[src/rtl/uart_pkg.sv]
// UART shared definitions: parity selects, stop-bit selects and framer states.
// Shared between the TX framer and the RX block.
package uart_pkg;

  localparam logic [1:0] PAR_NONE = 2'b00;
  localparam logic [1:0] PAR_ODD  = 2'b01;
  localparam logic [1:0] PAR_EVEN = 2'b10;
  localparam logic [1:0] PAR_MARK = 2'b11;

  localparam logic STOP_1 = 1'b0;
  localparam logic STOP_2 = 1'b1;

  typedef enum logic [2:0] {
    ST_IDLE,
    ST_ARMED,
    ST_START,
    ST_DATA,
    ST_PAR,
    ST_STOP
  } uart_state_e;

endpackage

[src/rtl/uart_parity_gen.sv]
// Combinational parity bit over the low 'len' bits of a character.
// Also used on the RX side to check received parity.
module uart_parity_gen
  import uart_pkg::*;
#(
  parameter int unsigned W = 8
) (
  input  logic [W-1:0] data,
  input  logic [3:0]   len,
  input  logic [1:0]   parity_type,
  output logic         parity
);

  logic ones_odd;

  // XOR-reduce the active bits, then map to the selected parity rule
  always_comb begin
    ones_odd = 1'b0;
    parity   = 1'b0;
    for (int unsigned i = 0; i < W; i++) begin
      if (i < 32'(len)) ones_odd = ones_odd ^ data[i];
    end
    case (parity_type)
      PAR_ODD:  parity = ~ones_odd;
      PAR_EVEN: parity = ones_odd;
      PAR_MARK: parity = 1'b1;
      default:  parity = 1'b0;
    endcase
  end

endmodule

[src/rtl/uart_tx_framer_ser.sv]
// UART transmit framer/serialiser: latches a character on send&&ready and
// shifts start, data (LSB first), optional parity and stop bits out on tx,
// one bit per baud_tick. Accepts the next character during the last stop bit.
module uart_tx_framer_ser
  import uart_pkg::*;
#(
  parameter int unsigned DATA_W_MAX = 8,
  parameter int unsigned MIN_DATA_W = 5
) (
  input  logic                  clk,
  input  logic                  rst_n,
  input  logic                  baud_tick,
  input  logic [DATA_W_MAX-1:0] data_in,
  input  logic [3:0]            data_len,
  input  logic [1:0]            parity_type,
  input  logic                  stop_bits,
  input  logic                  send,
  output logic                  ready,
  output logic                  tx,
  output logic                  busy,
  output logic                  tx_done
);

  localparam int unsigned CW      = $clog2(DATA_W_MAX + 1);
  localparam logic [3:0]  LEN_MIN = 4'(MIN_DATA_W);
  localparam logic [3:0]  LEN_MAX = 4'(DATA_W_MAX);

  uart_state_e           state_q;
  logic [DATA_W_MAX-1:0] shift_q;
  logic [CW-1:0]         len_q;
  logic [CW-1:0]         bit_cnt_q;
  logic                  par_en_q;
  logic                  par_bit_q;
  logic                  stop_sel_q;
  logic                  stop_cnt_q;
  logic                  pend_q;
  logic                  tx_q;
  logic                  done_q;

  logic [3:0] len_c;
  logic       par_c;
  logic       accept;

  // Clamp requested character length into the supported range
  always_comb begin
    len_c = data_len;
    if (data_len < LEN_MIN)      len_c = LEN_MIN;
    else if (data_len > LEN_MAX) len_c = LEN_MAX;
  end

  uart_parity_gen #(.W(DATA_W_MAX)) u_parity (
    .data        (data_in),
    .len         (len_c),
    .parity_type (parity_type),
    .parity      (par_c)
  );

  // Ready in IDLE, or in the final stop period while no frame is queued yet
  assign ready  = (state_q == ST_IDLE) ||
                  ((state_q == ST_STOP) && !stop_cnt_q && !pend_q);
  assign accept = send && ready;
  assign busy   = (state_q != ST_IDLE);
  assign tx     = tx_q;
  assign tx_done = done_q;

  // Frame FSM, bit/stop counters, shift register and registered line outputs
  always_ff @(posedge clk) begin
    if (!rst_n) begin
      state_q    <= ST_IDLE;
      shift_q    <= '0;
      len_q      <= '0;
      bit_cnt_q  <= '0;
      par_en_q   <= 1'b0;
      par_bit_q  <= 1'b0;
      stop_sel_q <= STOP_1;
      stop_cnt_q <= 1'b0;
      pend_q     <= 1'b0;
      tx_q       <= 1'b1;
      done_q     <= 1'b0;
    end else begin
      done_q <= 1'b0;
      // Accept only happens in IDLE or the last stop bit, when shift_q is free
      if (accept) begin
        shift_q    <= data_in;
        len_q      <= CW'(len_c);
        par_en_q   <= (parity_type != PAR_NONE);
        par_bit_q  <= par_c;
        stop_sel_q <= stop_bits;
      end
      case (state_q)
        ST_IDLE: begin
          if (accept) state_q <= ST_ARMED;
        end
        ST_ARMED: begin
          if (baud_tick) begin
            state_q <= ST_START;
            tx_q    <= 1'b0;
          end
        end
        ST_START: begin
          if (baud_tick) begin
            state_q   <= ST_DATA;
            bit_cnt_q <= '0;
            tx_q      <= shift_q[0];
          end
        end
        ST_DATA: begin
          if (baud_tick) begin
            if (bit_cnt_q == len_q - CW'(1)) begin
              if (par_en_q) begin
                state_q <= ST_PAR;
                tx_q    <= par_bit_q;
              end else begin
                state_q    <= ST_STOP;
                tx_q       <= 1'b1;
                stop_cnt_q <= (stop_sel_q == STOP_2);
              end
            end else begin
              bit_cnt_q <= bit_cnt_q + CW'(1);
              shift_q   <= shift_q >> 1;
              tx_q      <= shift_q[1];
            end
          end
        end
        ST_PAR: begin
          if (baud_tick) begin
            state_q    <= ST_STOP;
            tx_q       <= 1'b1;
            stop_cnt_q <= (stop_sel_q == STOP_2);
          end
        end
        ST_STOP: begin
          if (baud_tick) begin
            if (stop_cnt_q) begin
              stop_cnt_q <= 1'b0;
            end else begin
              done_q <= 1'b1;
              pend_q <= 1'b0;
              // Queued frame starts with no idle gap; an accept landing on
              // the ending tick itself waits for the next tick like IDLE does
              if (pend_q) begin
                state_q <= ST_START;
                tx_q    <= 1'b0;
              end else if (accept) begin
                state_q <= ST_ARMED;
              end else begin
                state_q <= ST_IDLE;
              end
            end
          end else if (accept) begin
            pend_q <= 1'b1;
          end
        end
        default: state_q <= ST_IDLE;
      endcase
    end
  end

endmodule

[config.mk]
export PLATFORM = sky130hd
export DESIGN_NAME = uart_tx_framer_ser
export DESIGN_NICKNAME = d
export VERILOG_FILES = /design/src/rtl/uart_pkg.sv /design/src/rtl/uart_parity_gen.sv /design/src/rtl/uart_tx_framer_ser.sv
export SDC_FILE = /design/constraint.sdc
export NUM_CORES = 1
export LEC_CHECK = 0
export ABC_AREA = 1
export CORE_ASPECT_RATIO = 1.5
export CORE_UTILIZATION = 45
export CTS_BUF_LIST = sky130_fd_sc_hd__clkbuf_8 sky130_fd_sc_hd__clkbuf_16
export CTS_CLUSTER_SIZE = 10
export DETAILED_ROUTE_END_ITERATION = 10
export GPL_TIMING_DRIVEN = 0
export PLACE_DENSITY_LB_ADDON = 0.05
export SYNTH_ARGS = -nofsm -noshare
export SYNTH_HDL_FRONTEND = slang
export SYNTH_SLANG_ARGS = --single-unit
[constraint.sdc]
create_clock -name clk -period 1.6 [get_ports clk]
set_input_delay 0.24 -clock clk [delete_from_list [all_inputs] [get_ports clk]]
set_output_delay 0.24 -clock clk [all_outputs]
set_load 0.005 [all_outputs]
==> reports/summary.txt, run 1 <==
Post-synth top area share - 0.3333
Grt ovf - 0
Cell variety after synth - 28
DRC violations left - 0
CTS tree - built
N_diodes - 0
Synth area leaders - dfxtp_1 33%, nand2_1 15%, nor2_1 9.1%
Clk_lat worst skew - 0.27 ns
Cell Area, Synth - 1561 um2
Nets - 294
Failing checks - negative setup slack
RSZ-0062 raised after global routing - true
CP Max Fanout - 5
Worst Skew - 0.005368 ns
Setup crit start - len_q[0]$_SDFFE_PN0P_
Via count - 1635
Number of vias per cell - 5.257
Initial Utilization - 0.4847
Cells after Synth - 243
Reg2Reg Setup Slack - -0.07 ns
Reg2reg end - bit_cnt_q[1]$_SDFFE_PN0P_
Most common cell in the synthesized netlist - nand2_1
Die X - 50.10 um
WL/cell - 12.60 um
DRT antenna net count - 0
Critical path class - reg -> reg
Yosys synthesis warning count - 0
Routability Congestion - 0.8801
Initial antenna violation count - 0
Io pins - 23
DP Worst Slack - -0.3681 ns
Worst Hold Launch - baud_tick
Primary FF master, synth - dfxtp_1
Period minus WS final - 1.672 ns
Setup Viol. Count Final - 12
Row count - 25
Path depth of the worst reg2reg path - 10
Routed WL - 3919 um
Worst-path clk slew - 0.09 ns
Arrival time worst endpoint - 1.87 ns
Async S/R FF share, synth - 0
Post-synthesis register bit count - 26
Area grow syn2layout - 32.53%
HPWL Detailed - 2866 um
All-Layer GR Usage - 0.2333
Iteration-0 DRC Markers - 51
Maximum clock rate - 598.2 MHz
Hold-fix buffers, CTS - 0
Slew headroom - 0.5911
Crit end category - register
Max IR drop VDD - 774.1 uV
PortBufs - 22
Lkg Pwr - 0.9310 nW
EDFF count, synth - 0
Startpoint Class - register
Avg Synthesized Cell Area - 6.426 um2
Worst hold path depth - 3
Deepest level of the CTS H-tree - 1
Worst-Margin Slew - 0.6134 ns
Max-capacitance violation count - 0
Final Hold Fails - 0
Sequential-to-total area share from yosys stat - 0.3333
CTS buffer count - 3
Hold worst-path end - tx_done$_SDFF_PN0_
Largest net degree at the start of global routing - 14
Leading area contributor after synthesis - dfxtp_1
Slew Limit Fails - 0
Root Driver - clkbuf_8
CTS max path bufs - 2
Leading cell types by count after synthesis - 62 x nand2_1, 38 x nor2_1, 28 x inv_1, 26 x dfxtp_1, 19 x nand3_1
Post-route setup TNS - -0.6843 ns
Clock Sinks - 26
Worst EP required - 1.80 ns
Status - finished with violations
Core area - 3222 um2
First-pass GRT wire length - 6624 um
TritonRoute pass-1 iters - 5
Vias in the first global route - 1578
Dpl cell area - 1843 um2
Worst Hold Class - in -> reg
Setup ws final - -0.07176 ns
Synth Net Count - 264
Crit share post-route - 1.045
Power density cells - 1393 nW/um2
RR Startpoint - len_q[0]$_SDFFE_PN0P_
Layout cell share with drive strength beyond 1 - 0.2251
Die H - 74.15 um
Design area - 2069 um2
Hold Slack - 0.4608 ns
Fillers - 307
Die area - 3714 um2
-- final cells by class --
class | instances | area [um2] | share of cell area
buffer | 4 | 37.54 | 0.01814
clock buffer | 3 | 41.29 | 0.01995
inverter | 33 | 131.4 | 0.06348
multi-input combinational | 180 | 1028 | 0.4970
sequential | 26 | 534.3 | 0.2582
tap | 40 | 50.05 | 0.02418
timing repair buffer | 25 | 246.5 | 0.1191
-- where the power goes --
group | total (mW) | switching (mW) | internal, mW
combinational | 1.53 | 0.862 | 0.669
sequential | 0.988 | 0.162 | 0.826
clock | 0.363 | 0.195 | 0.169
-- routing by layer --
| metal | global-route usage | wire (um) |
|---|---|---|
| met1 | 0.2369 | 1515 |
| met2 | 0.4459 | 2143 |
| met3 | 0.02045 | 89 |
| met4 | 0.1524 | 171 |
| met5 | 0 | 0 |
-- placed cells by master, fill, tap and decap left out, types with 4 or more instances in the layout --
cell and count:
inv_2 6, dfxtp_1 21, clkdlybuf4s50_1 19, a21oi_2 4, o21ai_1 5, inv_1 24, nand2_4 4, nor2_2 5
o21ai_2 5, xor2_1 4, buf_6 4, nand3_1 15, nor2_1 31, o21ai_0 9, nor3_1 6, nand2_1 55
a21oi_1 8, nand2_2 5
-- sequential cells by signal, summed over array words and instances, names as in the netlist, 3 cells and up --
name	count
shift_q	8
bit_cnt_q	4
state_q	3
len_q	4
-- critical path, stage by stage (launching register included) --
cell     delay [ns]
dfxtp_2        0.35
inv_2          0.05
ha_4           0.25
xor2_1         0.14
o21ai_1        0.09
nor2_2         0.14
nand2_2        0.12
nand3_4        0.14
buf_6          0.15
nand3_2        0.06
a21oi_1        0.11
-- stage by stage --
| step | utilization | instances | total power, mW |
|---|---|---|---|
| final | 0.6423 | 311 | 2.883 |
| after global routing | 0.6423 | 311 | 3.103 |
| after CTS | 0.6186 | 311 | 2.774 |
| after detailed placement | 0.5720 | 305 | 2.244 |
| after global placement | 0.5720 | 305 | 2.223 |
| after floorplan | - | 243 | 1.864 |
-- logic make-up after synthesis --
family | count (synthesis) | synth area share
AO/OA/AOI/OAI | 38 | 0.1450
XOR/XNOR | 7 | 0.03926
adder cells (fa/ha/maj) | 2 | 0.01602
buffers and inverters | 37 | 0.1018
flip-flops | 26 | 0.3333
AND/OR/NAND/NOR | 133 | 0.3646
-- how the worst max path moves through the flow --
stage / end / depth (start not counted)
after floorplan: state_q[2]$_SDFFE_PN0P_ / 10
after global placement: tx$_SDFFE_PN1P_ / 5
after detailed placement: tx$_SDFFE_PN1P_ / 5
after CTS: shift_q[5]$_SDFF_PN0_ / 10
after global routing: shift_q[2]$_SDFF_PN0_ / 10
final: bit_cnt_q[1]$_SDFFE_PN0P_ / 10
-- timing repair --
item / in CTS / in global routing
pin swaps: 14 / 11
cloned: 1 / 0
buffers inserted: 2 / 0
resized for setup: 33 / 25
endpoints found under the setup margin: 22 / 20
Note: power is estimated with default switching activity, not from simulation.
==> inputs of run 2 (changes only) <==
--- a/config.mk
+++ b/config.mk
@@ -7,12 +7,13 @@
 export LEC_CHECK = 0
 export ABC_AREA = 1
 export CORE_ASPECT_RATIO = 1.5
-export CORE_UTILIZATION = 45
+export CORE_UTILIZATION = 41
 export CTS_BUF_LIST = sky130_fd_sc_hd__clkbuf_8 sky130_fd_sc_hd__clkbuf_16
 export CTS_CLUSTER_SIZE = 10
 export DETAILED_ROUTE_END_ITERATION = 10
 export GPL_TIMING_DRIVEN = 0
 export PLACE_DENSITY_LB_ADDON = 0.05
+export SKIP_CTS_REPAIR_TIMING = 1
 export SYNTH_ARGS = -nofsm -noshare
 export SYNTH_HDL_FRONTEND = slang
 export SYNTH_SLANG_ARGS = --single-unit
==> run 2 against run 1 <==
Sequential share of layout area increased by 0.26 points. The flow still finishes with violations (negative setup slack). Routed wire length increased by 0.92%. Via count decreased by 1.8%. Die area increased by 9.4%. Power increased by 0.22%. Global-route usage decreased by 2.7 points. Register-to-register slack got worse by 0.03 ns.
==> reports/summary.txt, run 2 (synthesized netlist as in run 1, its figures left out) <==
Dpl cell area - 1847 um2 (+0.20%)
Failing checks - negative setup slack
Clock Sinks - 26 (unchanged)
Die area - 4064 um2 (+9.4%)
Max IR drop VDD - 767.8 uV (-0.82%)
Die H - 77.58 um (+4.6%)
Worst-Margin Slew - 0.5705 ns (-0.04294 ns)
Maximum clock rate - 588.4 MHz (-1.6%)
Slew Limit Fails - 0 (unchanged)
Max FFs per register - 8 (unchanged)
Iteration-0 DRC Markers - 21 (-59%)
Period minus WS final - 1.700 ns (+0.02779 ns)
Vias in the first global route - 1519 (-3.7%)
Setup Viol. Count Final - 15 (+3)
WL/cell - 12.48 um (-0.99%)
Initial antenna violation count - 0 (unchanged)
Final Hold Fails - 0 (unchanged)
Reg2Reg Setup Slack - -0.1 ns (-0.03 ns)
Deepest level of the CTS H-tree - 1 (unchanged)
CTS buffer count - 3 (unchanged)
Crit share post-route - 1.062 (+0.01737)
Top flop regs - shift_q (8), bit_cnt_q (4), len_q (4)
Row count - 27 (+8.0%)
Slew headroom - 0.6197 (+0.02862)
Setup ws final - -0.09955 ns (-0.02779 ns)
Max-capacitance violation count - 0 (unchanged)
Crit end category - register
Die X - 52.39 um (+4.6%)
Commonest non-fill, non-tap cell in the layout - nand2_1
Via count - 1605 (-1.8%)
Hold Slack - 0.4458 ns (-0.01506 ns)
Root Driver - clkbuf_8
Number of vias per cell - 5.063 (-3.7%)
Routability Congestion - 0.8107 (-7.9%)
Lkg Pwr - 0.9349 nW (+0.42%)
Worst Hold Class - in -> reg
PortBufs - 22 (unchanged)
Routed WL - 3955 um (+0.92%)
Clk_lat worst skew - 0.27 ns (about the same)
Arrival time worst endpoint - 1.89 ns (+0.02 ns)
N_diodes - 0 (unchanged)
DRC violations left - 0 (unchanged)
Largest net degree at the start of global routing - 14 (unchanged)
TritonRoute pass-1 iters - 4 (-1)
CTS max path bufs - 2 (unchanged)
Worst-path clk slew - 0.09 ns (about the same)
Post-route setup TNS - -0.8031 ns (-0.1188 ns)
Worst EP required - 1.79 ns (about the same)
CP Max Fanout - 10 (+5)
Startpoint Class - register
Worst Skew - 0.005898 ns (+0.0005299 ns)
Most frequent cells in the layout - 56 x nand2_1, 35 x nor2_1, 25 x inv_1, 22 x dfxtp_1, 20 x clkdlybuf4s50_1
DRT antenna net count - 0 (unchanged)
First-pass GRT wire length - 6375 um (-3.8%)
Initial Utilization - 0.4280 (-0.05668)
Core area - 3649 um2 (+13%)
Largest Register - shift_q
Area grow syn2layout - 30.29%
Design area - 2034 um2 (-1.7%)
CTS tree - built
Io pins - 23 (unchanged)
Grt ovf - 0 (unchanged)
Nets - 297 (+1.0%)
Critical path class - reg -> reg
Power density cells - 1420 nW/um2 (+2.0%)
RSZ-0062 raised after global routing - true
Layout cell share with drive strength beyond 1 - 0.1752 (-0.04991)
All-Layer GR Usage - 0.2064 (-0.02696)
Status - finished with violations
HPWL Detailed - 2933 um (+2.3%)
==> run 2: metrics by stage <==
stage	setup slack [ns]	util	power [mW]	cells
after floorplan	0.002780	-	1.864	243
after global placement	-0.4212	0.5062	2.241	308
after detailed placement	-0.4229	0.5062	2.249	308
after CTS	-0.3872	0.5175	2.632	311
after global routing	-0.1692	0.5576	3.117	317
final	-0.09955	0.5576	2.890	317
==> run 2: layout make-up <==
| cell class | instances | area [um2] |
|---|---|---|
| Buffer | 4 | 41.29 |
| Timing Repair Buffer | 28 | 270.3 |
| Clock buffer | 3 | 41.29 |
| Sequential cell | 26 | 530.5 |
| Inverter | 33 | 131.4 |
| Multi-Input combinational cell | 180 | 965.9 |
| Fill cell | 367 | 1614 |
| Tap cell | 43 | 53.80 |
==> run 2: per-layer routing <==
layer  wire length [um]  GRT usage
met1               1573     0.2212
met2               2233     0.3911
met3                 55    0.01961
met4                 93    0.07632
met5                  0          0
==> run 2: power breakdown <==
part           switching [mW]  internal [mW]
registers               0.148          0.819
clock network           0.212          0.169
logic                   0.858          0.683
total                    1.22           1.67
==> run 2: critical path, stage by stage, from the launching register on <==
cell and delay, ns:
dfxtp_4 0.38, inv_4 0.05, ha_4 0.25, xor2_1 0.14
o21ai_1 0.10, nor2_2 0.12, nand2_2 0.11, nand3_4 0.11
buf_8 0.14, nor2_1 0.04, nor3_1 0.17
==> run 2: final timing paths <==
| kind | to | from | cells past startpoint |
|---|---|---|---|
| setup / recovery | shift_q[6]$_SDFF_PN0_ | len_q[0]$_SDFFE_PN0P_ | 10 |
| hold / removal | stop_cnt_q$_SDFFE_PN0P_ | baud_tick | 4 |
| setup reg to reg | shift_q[6]$_SDFF_PN0_ | len_q[0]$_SDFFE_PN0P_ | 10 |
| hold reg to reg | pend_q$_SDFFE_PN0P_ | pend_q$_SDFFE_PN0P_ | 2 |
==> inputs of run 3 (changes only) <==
==> constraint.sdc (replaced) <==
create_clock -name clk -period 1.7 [get_ports clk]
set_input_delay 0.255 -clock clk [delete_from_list [all_inputs] [get_ports clk]]
set_output_delay 0.255 -clock clk [all_outputs]
set_load 0.005 [all_outputs]
==> run 3 against run 2 <==
The run still ends with negative setup slack left. Utilization down 0.24 points. Global-route usage up 0.15 points. Register-to-register slack better by 0.08 ns. Worst hold slack better by 0.019 ns. Via count up 0.25%. Combinational power down 14%. Clock skew down 0.0036 ns. Die area unchanged. Cell area down 0.43%. Power down 11%. Critical path depth unchanged. Routed wire length down 3.4%. Critical path type unchanged. Largest cell class unchanged. Largest power group unchanged. Highest routed layer unchanged.
==> reports/summary.txt, run 3 (synthesized netlist as in run 1, its figures left out) <==
Status - finished with violations
Failing checks - negative setup slack
Nets - 296 (-0.34%)
Area grow syn2layout - 29.73%
Net switching power figure - 1.064 mW (-13%)
Largest stage delay, worst path - 0.37 ns (about the same)
Seq pwr share - 0.352 (+0.018)
Worst-Margin Slew - 0.5243 ns (-0.04612 ns)
Initial antenna violation count - 0 (unchanged)
N_diodes - 0 (unchanged)
All-Layer GR Usage - 0.2078 (+0.001471)
Most frequent cells in the layout - 58 x nand2_1, 36 x nor2_1, 25 x inv_1, 21 x dfxtp_1, 20 x clkdlybuf4s50_1
Clk_lat worst skew - 0.27 ns (about the same)
Setup Viol. Count Final - 1 (-14)
Arrival time worst endpoint - 1.87 ns (-0.02 ns)
Startpoint Class - register
Die X - 52.39 um (unchanged)
DRC violations left - 0 (unchanged)
Critical path class - reg -> reg
Deepest level of the CTS H-tree - 1 (unchanged)
Io pins - 23 (unchanged)
Grt ovf - 0 (unchanged)
Post-route setup TNS - -0.02291 ns (+0.7802 ns)
Iteration-0 DRC Markers - 32 (+52%)
Crit end category - register
Final Total Pwr - 2.584 mW (-11%)
Row count - 27 (unchanged)
Worst hold path depth - 3 (-1)
Die area - 4064 um2 (unchanged)
Crit share post-route - 1.013 (-0.04874)
Net Sw Frac - 0.4117 (-0.009963)
Setup ws final - -0.02291 ns (+0.07664 ns)
Worst EP required - 1.84 ns (+0.05 ns)
Period minus WS final - 1.723 ns (+0.02336 ns)
WL/cell - 12.09 um (-3.1%)
Power density cells - 1276 nW/um2 (-10%)
Core area - 3649 um2 (unchanged)
Worst-path clk slew - 0.08 ns (about the same)
DRT antenna net count - 0 (unchanged)
First-pass GRT wire length - 6410 um (+0.55%)
Fin util - 0.5552 (-0.002400)
Lkg Pwr - 0.9343 nW (about the same)
Top flop regs - shift_q (8), bit_cnt_q (4), len_q (4)
Maximum clock rate - 580.4 MHz (-1.4%)
Commonest non-fill, non-tap cell in the layout - nand2_1
Reg2Reg Setup Slack - -0.02 ns (+0.08 ns)
Slew headroom - 0.6504 (+0.03075)
Path depth of the worst reg2reg path - 10 (unchanged)
Clock Sinks - 26 (unchanged)
Internal Power - 1.520 mW (-9.0%)
Vias in the first global route - 1508 (-0.72%)
HPWL Detailed - 2904 um (-1.0%)
Setup crit start - len_q[0]$_SDFFE_PN0P_
Routability Congestion - 0.8391 (+3.5%)
Critical-path cell list - inv_4, ha_4, xor2_1, o21ai_1, nor2_2, nand2_2, nand3_4, clkinv_2, nor2_1, nor3_2
Largest net degree at the start of global routing - 14 (unchanged)
TritonRoute pass-1 iters - 5 (+1)
Via count - 1609 (+0.25%)
Clk pwr share - 0.134 (+0.002)
Worst Hold Class - in -> reg
Max-capacitance violation count - 0 (unchanged)
Final Hold Fails - 0 (unchanged)
RR Startpoint - len_q[0]$_SDFFE_PN0P_
Largest Register - shift_q
Slew Limit Fails - 0 (unchanged)
Crit path max-delay cell type - dfxtp_2
CP Max Fanout - 6 (-4)
Number of vias per cell - 5.092 (+0.57%)
RSZ-0062 raised after global routing - true
Fillers - 381 (+3.8%)
Reg2reg end - shift_q[6]$_SDFF_PN0_
Max IR drop VDD - 760.0 uV (-1.0%)
Die H - 77.58 um (unchanged)
Root Driver - clkbuf_8
DP Worst Slack - -0.3051 ns (+0.1178 ns)
Worst Skew - 0.002330 ns (-0.003568 ns)
Initial Utilization - 0.4280 (unchanged)
PortBufs - 22 (unchanged)
CTS max path bufs - 2 (unchanged)
CTS tree - built
Comb power frac - 0.515 (-0.018)
Max FFs per register - 8 (unchanged)
Layout cell share with drive strength beyond 1 - 0.1575 (-0.01767)
Routed WL - 3819 um (-3.4%)
Critical path endpoint - shift_q[6]$_SDFF_PN0_
CTS buffer count - 3 (unchanged)
## run 3: stage by stage
stage               cell area (um2)  hold slack, ns  std cells
detailed placement             1836          0.4750        308
finish                         2026          0.4652        316
floorplan                      1562          0.3818        243
global placement               1836          0.4644        308
CTS                            1877          0.4868        311
global route                   2026          0.4988        316
## run 3: power groups by stage
| stage | logic (mW) | clock network, mW | registers, mW |
|---|---|---|---|
| after floorplan | 0.884 | 0 | 0.867 |
| after global placement | 1.21 | 0 | 0.893 |
| after detailed placement | 1.21 | 0 | 0.896 |
| after CTS | 1.23 | 0.355 | 0.882 |
| after global routing | 1.50 | 0.377 | 0.934 |
| final | 1.33 | 0.345 | 0.909 |
## run 3: how the worst min path moves through the flow
stage	slack, ns	end	from
finish	0.47	tx_done$_SDFF_PN0_	baud_tick
global route	0.50	stop_cnt_q$_SDFFE_PN0P_	baud_tick
CTS	0.49	pend_q$_SDFFE_PN0P_	pend_q$_SDFFE_PN0P_
detailed placement	0.47	pend_q$_SDFFE_PN0P_	pend_q$_SDFFE_PN0P_
global placement	0.46	pend_q$_SDFFE_PN0P_	pend_q$_SDFFE_PN0P_
floorplan	0.38	stop_cnt_q$_SDFFE_PN0P_	rst_n
## run 3: area by class of cell
| class | instances | area (um2) | area share |
|---|---|---|---|
| plain buffers | 4 | 41.29 | 0.02038 |
| repair buffers | 26 | 272.8 | 0.1347 |
| inverters | 33 | 136.4 | 0.06733 |
| multi-input cells | 180 | 945.9 | 0.4670 |
| clock buffers | 3 | 41.29 | 0.02038 |
| well taps | 43 | 53.80 | 0.02656 |
| flip-flops and latches | 26 | 529.3 | 0.2613 |
| repair inverters | 1 | 5.005 | 0.002471 |
## run 3: per-layer routing
layer,share of wire,global-route usage,vias to the layer above
met5,0,0,-
met2,0.57,0.3937,22
li1,-,-,841
met3,0.017,0.01765,5
met4,0.017,0.07895,0
met1,0.39,0.2233,741
## run 3: worst max-delay path: cells and delay by family (launching register included)
| kind | cells | cell delay [ns] |
|---|---|---|
| simple gates | 5 | 0.55 |
| flops | 1 | 0.37 |
| fa+ha+maj | 1 | 0.25 |
| buf+inv | 2 | 0.19 |
| xor+xnor | 1 | 0.13 |
| compound gates | 1 | 0.09 |
==> RTL change 1, RTL diff (settings of run 2) <==
Set the parameter `DATA_W_MAX` to 16 (it was 8).
--- a/src/rtl/uart_tx_framer_ser.sv
+++ b/src/rtl/uart_tx_framer_ser.sv
@@ -4,7 +4,7 @@
 module uart_tx_framer_ser
   import uart_pkg::*;
 #(
-  parameter int unsigned DATA_W_MAX = 8,
+  parameter int unsigned DATA_W_MAX = 16,
   parameter int unsigned MIN_DATA_W = 5
 ) (
   input  logic                  clk,
Ports: changed (resized data_in); port bits go from 23 to 31. The function was not compared with the original's and may differ.
==> RTL change 1 against run 2 <==
- the flow still finishes with violations (negative setup slack)
- largest cell class unchanged
- wire length grew 30%
- largest power group unchanged
- count of clock-buffer cells in the layout rose by 3
- highest routed layer unchanged
- sequential cell count grew 9
- final area is 39% higher
- area after synthesis increased by 37%
- global-route usage fell by 0.73 points
- via count grew 36%
- setup slack got worse by 0.079 ns
- cell count increased by 39%
- power increased by 28%
- critical path depth increased by 4
- sequential share of layout area decreased by 0.93 points
- synthesized cell count is 35% higher
==> RTL change 1: results (changes against run 2) <==
| Metric | Value |
|---|---|
| Wl on met1 | 2230 um (+42%) |
| Worst Slack Setup Final | -0.1781 ns (-0.07851 ns) |
| Seq cells post-synth | 35 (+35%) |
| Ys async rst share | 0% (unchanged) |
| Relative slew margins | 63.87% (+1.9 points) |
| CTS buffer count | 5 (+2) |
| Synth top area cells | dfxtp_1, nand2_1, nor2_1 |
| H-tree levels | 2 (+1) |
| Port Buffers | 30 (+36%) |
| Total GRT Usage | 19.90% (-0.73 points) |
| Yosys warnings | 0 (unchanged) |
| Top Registers | shift_q x16, bit_cnt_q x5, len_q x4 |
| Hold Path Depth | 2 (-2) |
| Hold_sp | par_bit_q |
| Post-route clock skew | 0.002104 ns (-0.003794 ns) |
| Ant diodes | 0 (unchanged) |
| Status | finished, violations left |
| # setup viols final | 27 (+12) |
| CP max FO | 10 (unchanged) |
| Routed WL | 5156 um (+30%) |
| Ys flop type | dfxtp_1 |
| Grt met1 use | 23.12% (+1.0 points) |
| First-pass GRT wire length | 8293 um (+30%) |
| GR Layer Usage met3 | 3.868% (+1.9 points) |
| CP arrival | 1.96 ns (+0.07 ns) |
| Top sig layer | met4 |
| Hold EP | par_bit_q |
| Initial antenna violation count | 0 (unchanged) |
| Max Buffers Root-to-Sink | 2 (unchanged) |
| CP delay by family, top | simple AND/OR/NAND/NOR gates |
| Failing checks | negative setup slack |
| Largest net degree at the start of global routing | 11 (-3) |
| Worst slack at placement | -0.2864 ns (+0.1365 ns) |
| Layout cells sized above 1 | 19.79% (+2.3 points) |
| Unique masters post-synth | 36 (+29%) |
| Worst vdd rail ir drop | 695.9 uV (-9.4%) |
| Worst reg2reg path endpoint | shift_q[3] |
| Vias in the first global route | 1,923 (+27%) |
| Worst-path clk slew | 0.07 ns (-0.02 ns) |
| Static leakage | 1.312 nW (+40%) |
| Setup TNS | -3.662 ns (-2.859 ns) |
| Via Count | 2,178 (+36%) |
| Syn_nets | 360 (+36%) |
| Fill count | 522 (+42%) |
| Detailed Route Iter0 Violations | 152 (+620%) |
| Layout Nets | 405 (+36%) |
| GPL Wtd Cong | 0.8909 (+9.9%) |
| Hpwl dp | 3834 um (+31%) |
| R2R depth | 14 (+4) |
| Crit-path max cell delay | 0.37 ns |
| Global routing usage on met2 | 34.43% (-4.7 points) |
| Most frequent cells after synthesis | nand2_1, nor2_1, dfxtp_1, nand3_1, inv_1 |
| Register area share after synthesis | 32.73% (-0.60 points) |
| CTS Root Cell | clkbuf_8 |
| Routed wl met3 | 113 um (+110%) |
| Met2 wire len | 2675 um (+20%) |
| Clock Latency Late Sink | 0.29 ns (+0.02 ns) |
| DR pass1 iterations | 4 (unchanged) |
| Tightest Hold Check Type | reg -> reg |
==> RTL change 1: changes by cell type after synthesis, moves of 3 or more <==
cell and delta:
o21ai_1 -3, nor2_1 +13, nand3b_1 +3, nor3_1 -5
o21ai_2 -3, nor2_2 +7, nand2_1 +36, o21ai_0 -4
nand2_2 +5, buf_2 +4, nand3_1 +12, nand4_1 +7
dfxtp_1 +9
==> RTL change 1: report_power, final <==
part	switching [mW]	internal, mW
Combinational	0.973	0.803
Clock	0.320	0.338
Sequential	0.162	1.09
==> RTL change 1: worst max-delay path by stage <==
stage | startpoint | to | slack, ns | cells after the start
global placement | len_q[0] | shift_q[3] | -0.30 | 14
CTS | state_q[2] | ready | -0.54 | 5
global route | len_q[0] | shift_q[8] | -0.29 | 14
finish | len_q[0] | shift_q[3] | -0.18 | 14
floorplan | len_q[0] | shift_q[11] | -0.04 | 14
detailed placement | len_q[0] | shift_q[12] | -0.29 | 14
==> RTL change 1: kinds of logic after synthesis <==
kind of cell / synth area share, %
compound gates: 7.189
xor+xnor: 1.637
fa+ha+maj: 2.338
buf+inv: 10.52
flops: 32.73
simple gates: 45.59
==> RTL change 1: through the flow <==
step                instances  utilization, %  hold WS, ns  instance area, um2
floorplan                 329               -       0.3783                2163
global placement          425           51.69       0.4544                2546
detailed placement        425           51.69       0.4618                2546
CTS                       432           53.47       0.4728                2634
global route              440           57.48       0.4953                2831
finish                    440           57.48       0.4654                2831
==> RTL change 1: cell type report <==
type | count | area share [%]
plain buffers | 11 | 3.800
clock buffers | 6 | 2.916
clock inverters | 1 | 0.1768
inverters | 35 | 5.038
multi-input cells | 248 | 46.62
flip-flops and latches | 35 | 25.14
well taps | 66 | 2.916
repair buffers | 38 | 13.39
==> RTL change 2, RTL diff (flow settings as in run 2) <==
Made on the original files. Add an input register stage for `baud_tick`; this delays it by one clock. The other inputs are not delayed to match.
--- a/src/rtl/uart_tx_framer_ser.sv
+++ b/src/rtl/uart_tx_framer_ser.sv
@@ -24,6 +24,12 @@
   localparam int unsigned CW      = $clog2(DATA_W_MAX + 1);
   localparam logic [3:0]  LEN_MIN = 4'(MIN_DATA_W);
   localparam logic [3:0]  LEN_MAX = 4'(DATA_W_MAX);
+
+  logic baud_tick_q;
+
+  always_ff @(posedge clk) begin
+    baud_tick_q <= baud_tick;
+  end
 
   uart_state_e           state_q;
   logic [DATA_W_MAX-1:0] shift_q;
@@ -92,20 +98,20 @@
           if (accept) state_q <= ST_ARMED;
         end
         ST_ARMED: begin
-          if (baud_tick) begin
+          if (baud_tick_q) begin
             state_q <= ST_START;
             tx_q    <= 1'b0;
           end
         end
         ST_START: begin
-          if (baud_tick) begin
+          if (baud_tick_q) begin
             state_q   <= ST_DATA;
             bit_cnt_q <= '0;
             tx_q      <= shift_q[0];
           end
         end
         ST_DATA: begin
-          if (baud_tick) begin
+          if (baud_tick_q) begin
             if (bit_cnt_q == len_q - CW'(1)) begin
               if (par_en_q) begin
                 state_q <= ST_PAR;
@@ -123,14 +129,14 @@
           end
         end
         ST_PAR: begin
-          if (baud_tick) begin
+          if (baud_tick_q) begin
             state_q    <= ST_STOP;
             tx_q       <= 1'b1;
             stop_cnt_q <= (stop_sel_q == STOP_2);
           end
         end
         ST_STOP: begin
-          if (baud_tick) begin
+          if (baud_tick_q) begin
             if (stop_cnt_q) begin
               stop_cnt_q <= 1'b0;
             end else begin
Behaviour: not the same (a bounded check fails within 4 cycles, from zero or initial values and one cycle with rst_n low).
==> RTL change 2 against run 2 <==
- the run still ends with negative setup slack left
- power rose by 2.0%
- setup slack got worse by 0.0092 ns
- clock skew fell by 0.0041 ns
- wire length fell by 4.1%
- via count fell by 2.2%
- sequential cell count rose by 1
- area after synthesis rose by 3.0%
- final area rose by 1.4%
==> RTL change 2: results (changes against run 2) <==
| Metric | Value |
|---|---|
| Ys async rst share | 0% (unchanged) |
| Max Buffers Root-to-Sink | 2 (unchanged) |
| Tightest Hold Check Type | in -> reg |
| Xor/xnor share of the synthesized area | 3.813% (-0.11 points) |
| Static leakage | 0.9522 nW (+1.9%) |
| Unique masters post-synth | 33 (+18%) |
| # setup viols final | 15 (unchanged) |
| Vias/cell | 4.937 (-2.5%) |
| Ys flop type | dfxtp_1 |
| Post-DP Area | 0.001882 mm2 (+1.9%) |
| Syn_nets | 263 (-0.38%) |
| Worst Slack Setup Final | -0.1088 ns (-0.009217 ns) |
| Status | finished, violations left |
| Fill count | 374 (+1.9%) |
| Largest net degree at the start of global routing | 16 (+2) |
| Complex-gate fraction of the synthesized area | 16.03% (+1.5 points) |
| CP arrival | 1.92 ns (+0.03 ns) |
| H-tree levels | 1 (unchanged) |
| Failing checks | negative setup slack |
| Worst-Margin Slew | 0.4363 ns (-0.1341 ns) |
| WL per Instance | 11.92 um (-4.4%) |
| Post-route clock skew | 0.001796 ns (-0.004102 ns) |
| Total GRT Usage | 19.14% (-1.5 points) |
| Post-synthesis mux area share | 0% (unchanged) |
| Most frequent cells after synthesis | nand2_1, nor2_1, dfxtp_1, inv_1, nand3_1 |
| Hpwl dp | 2784 um (-5.1%) |
| CP max FO | 7 (-3) |
| Detailed Route Iter0 Violations | 31 (+48%) |
| Vias in the first global route | 1,379 (-9.2%) |
| Synth top area cells | dfxtp_1, nand2_1, nor2_1 |
| First-pass GRT wire length | 5975 um (-6.3%) |
| Worst vdd rail ir drop | 812.2 uV (+5.8%) |
| GPL Wtd Cong | 0.7671 (-5.4%) |
| Register area share after synthesis | 33.62% (+0.29 points) |
| Synthesized-area fraction occupied by adder cells | 1.556% (-0.046 points) |
| Layout cells sized above 1 | 16.36% (-1.2 points) |
| Worst slack at placement | -0.1824 ns (+0.2405 ns) |
==> RTL change 2: cell types whose count changed after synthesis, moves of 3 or more <==
cell | before | now
o21ai_0 | 12 | 15
inv_1 | 28 | 25
nand2_1 | 62 | 55
o21ai_2 | 3 | 0
nor2_1 | 38 | 35
nand4_1 | 1 | 4
nand3_1 | 19 | 16
o21ai_1 | 4 | 9
nor3_1 | 8 | 1
nor2_2 | 0 | 3
==> RTL change 2: stage by stage <==
step           util (%)  power [mW]  hold WS [ns]  instances  TNS [ns]
2_1_floorplan         -       2.034        0.2677        242         0
4_1_cts           51.89       2.828        0.4061        311    -2.577
5_1_grt           55.52       3.176        0.4206        318    -3.514
3_5_place_dp      50.64       2.431        0.4626        307    -2.235
3_3_place_gp      50.64       2.424        0.4546        307    -2.358
6_report          55.52       2.948        0.4043        318   -0.8433
==> RTL change 2: cells by family after synthesis <==
group / after synthesis
AO/OA/AOI/OAI: 45
AND/OR/NAND/NOR: 124
buffers and inverters: 37
XOR/XNOR: 7
flip-flops: 27
adder cells (fa/ha/maj): 2
==> RTL change 2: path summary, 6_finish.rpt <==
path                            startpoint            to  slack (ns)  cells after the start
worst max-delay path              len_q[0]  bit_cnt_q[3]       -0.11                     10
worst min-delay path             baud_tick   baud_tick_q        0.40                      1
worst max register to register    len_q[0]  bit_cnt_q[3]       -0.11                     10
worst min register to register   par_bit_q     par_bit_q        0.48                      2
==> RTL change 2: routing by layer <==
layer  routed length, um  global-route usage [%]  vias up
met4                  53                   7.105        0
met2                2029                   34.94       22
li1                    -                       -      851
met3                  59                   1.724        4
met1                1650                   22.04      693
met5                   0                       0        -
==> RTL change 2: power by group <==
group	switching, mW	leakage [nW]	internal (mW)
sequential	0.125	0.222	0.845
clock	0.227	0.0255	0.175
combinational	0.896	0.705	0.680
==> RTL change 2: final cells by class <==
class                      count  area, um2  share of cell area, %
multi-input combinational    178      953.4                  46.21
sequential                    27      543.0                  26.32
timing repair buffer          29      295.3                  14.31
inverter                      31      118.9                  5.761
tap                           43      53.80                  2.608
buffer                         6      52.55                  2.547
clock buffer                   3      41.29                  2.001
clock inverter                 1      5.005                 0.2426
==> RTL change 2: worst max-delay path, stage by stage (launching register included) <==
cell and delay [ns]:
dfxtp_2 0.36, inv_2 0.06, ha_4 0.26, xor2_1 0.14
nand3_1 0.10, nor2_2 0.13, nand2_2 0.10, nand3_4 0.15
buf_8 0.15, nand3_2 0.08, a21oi_2 0.12
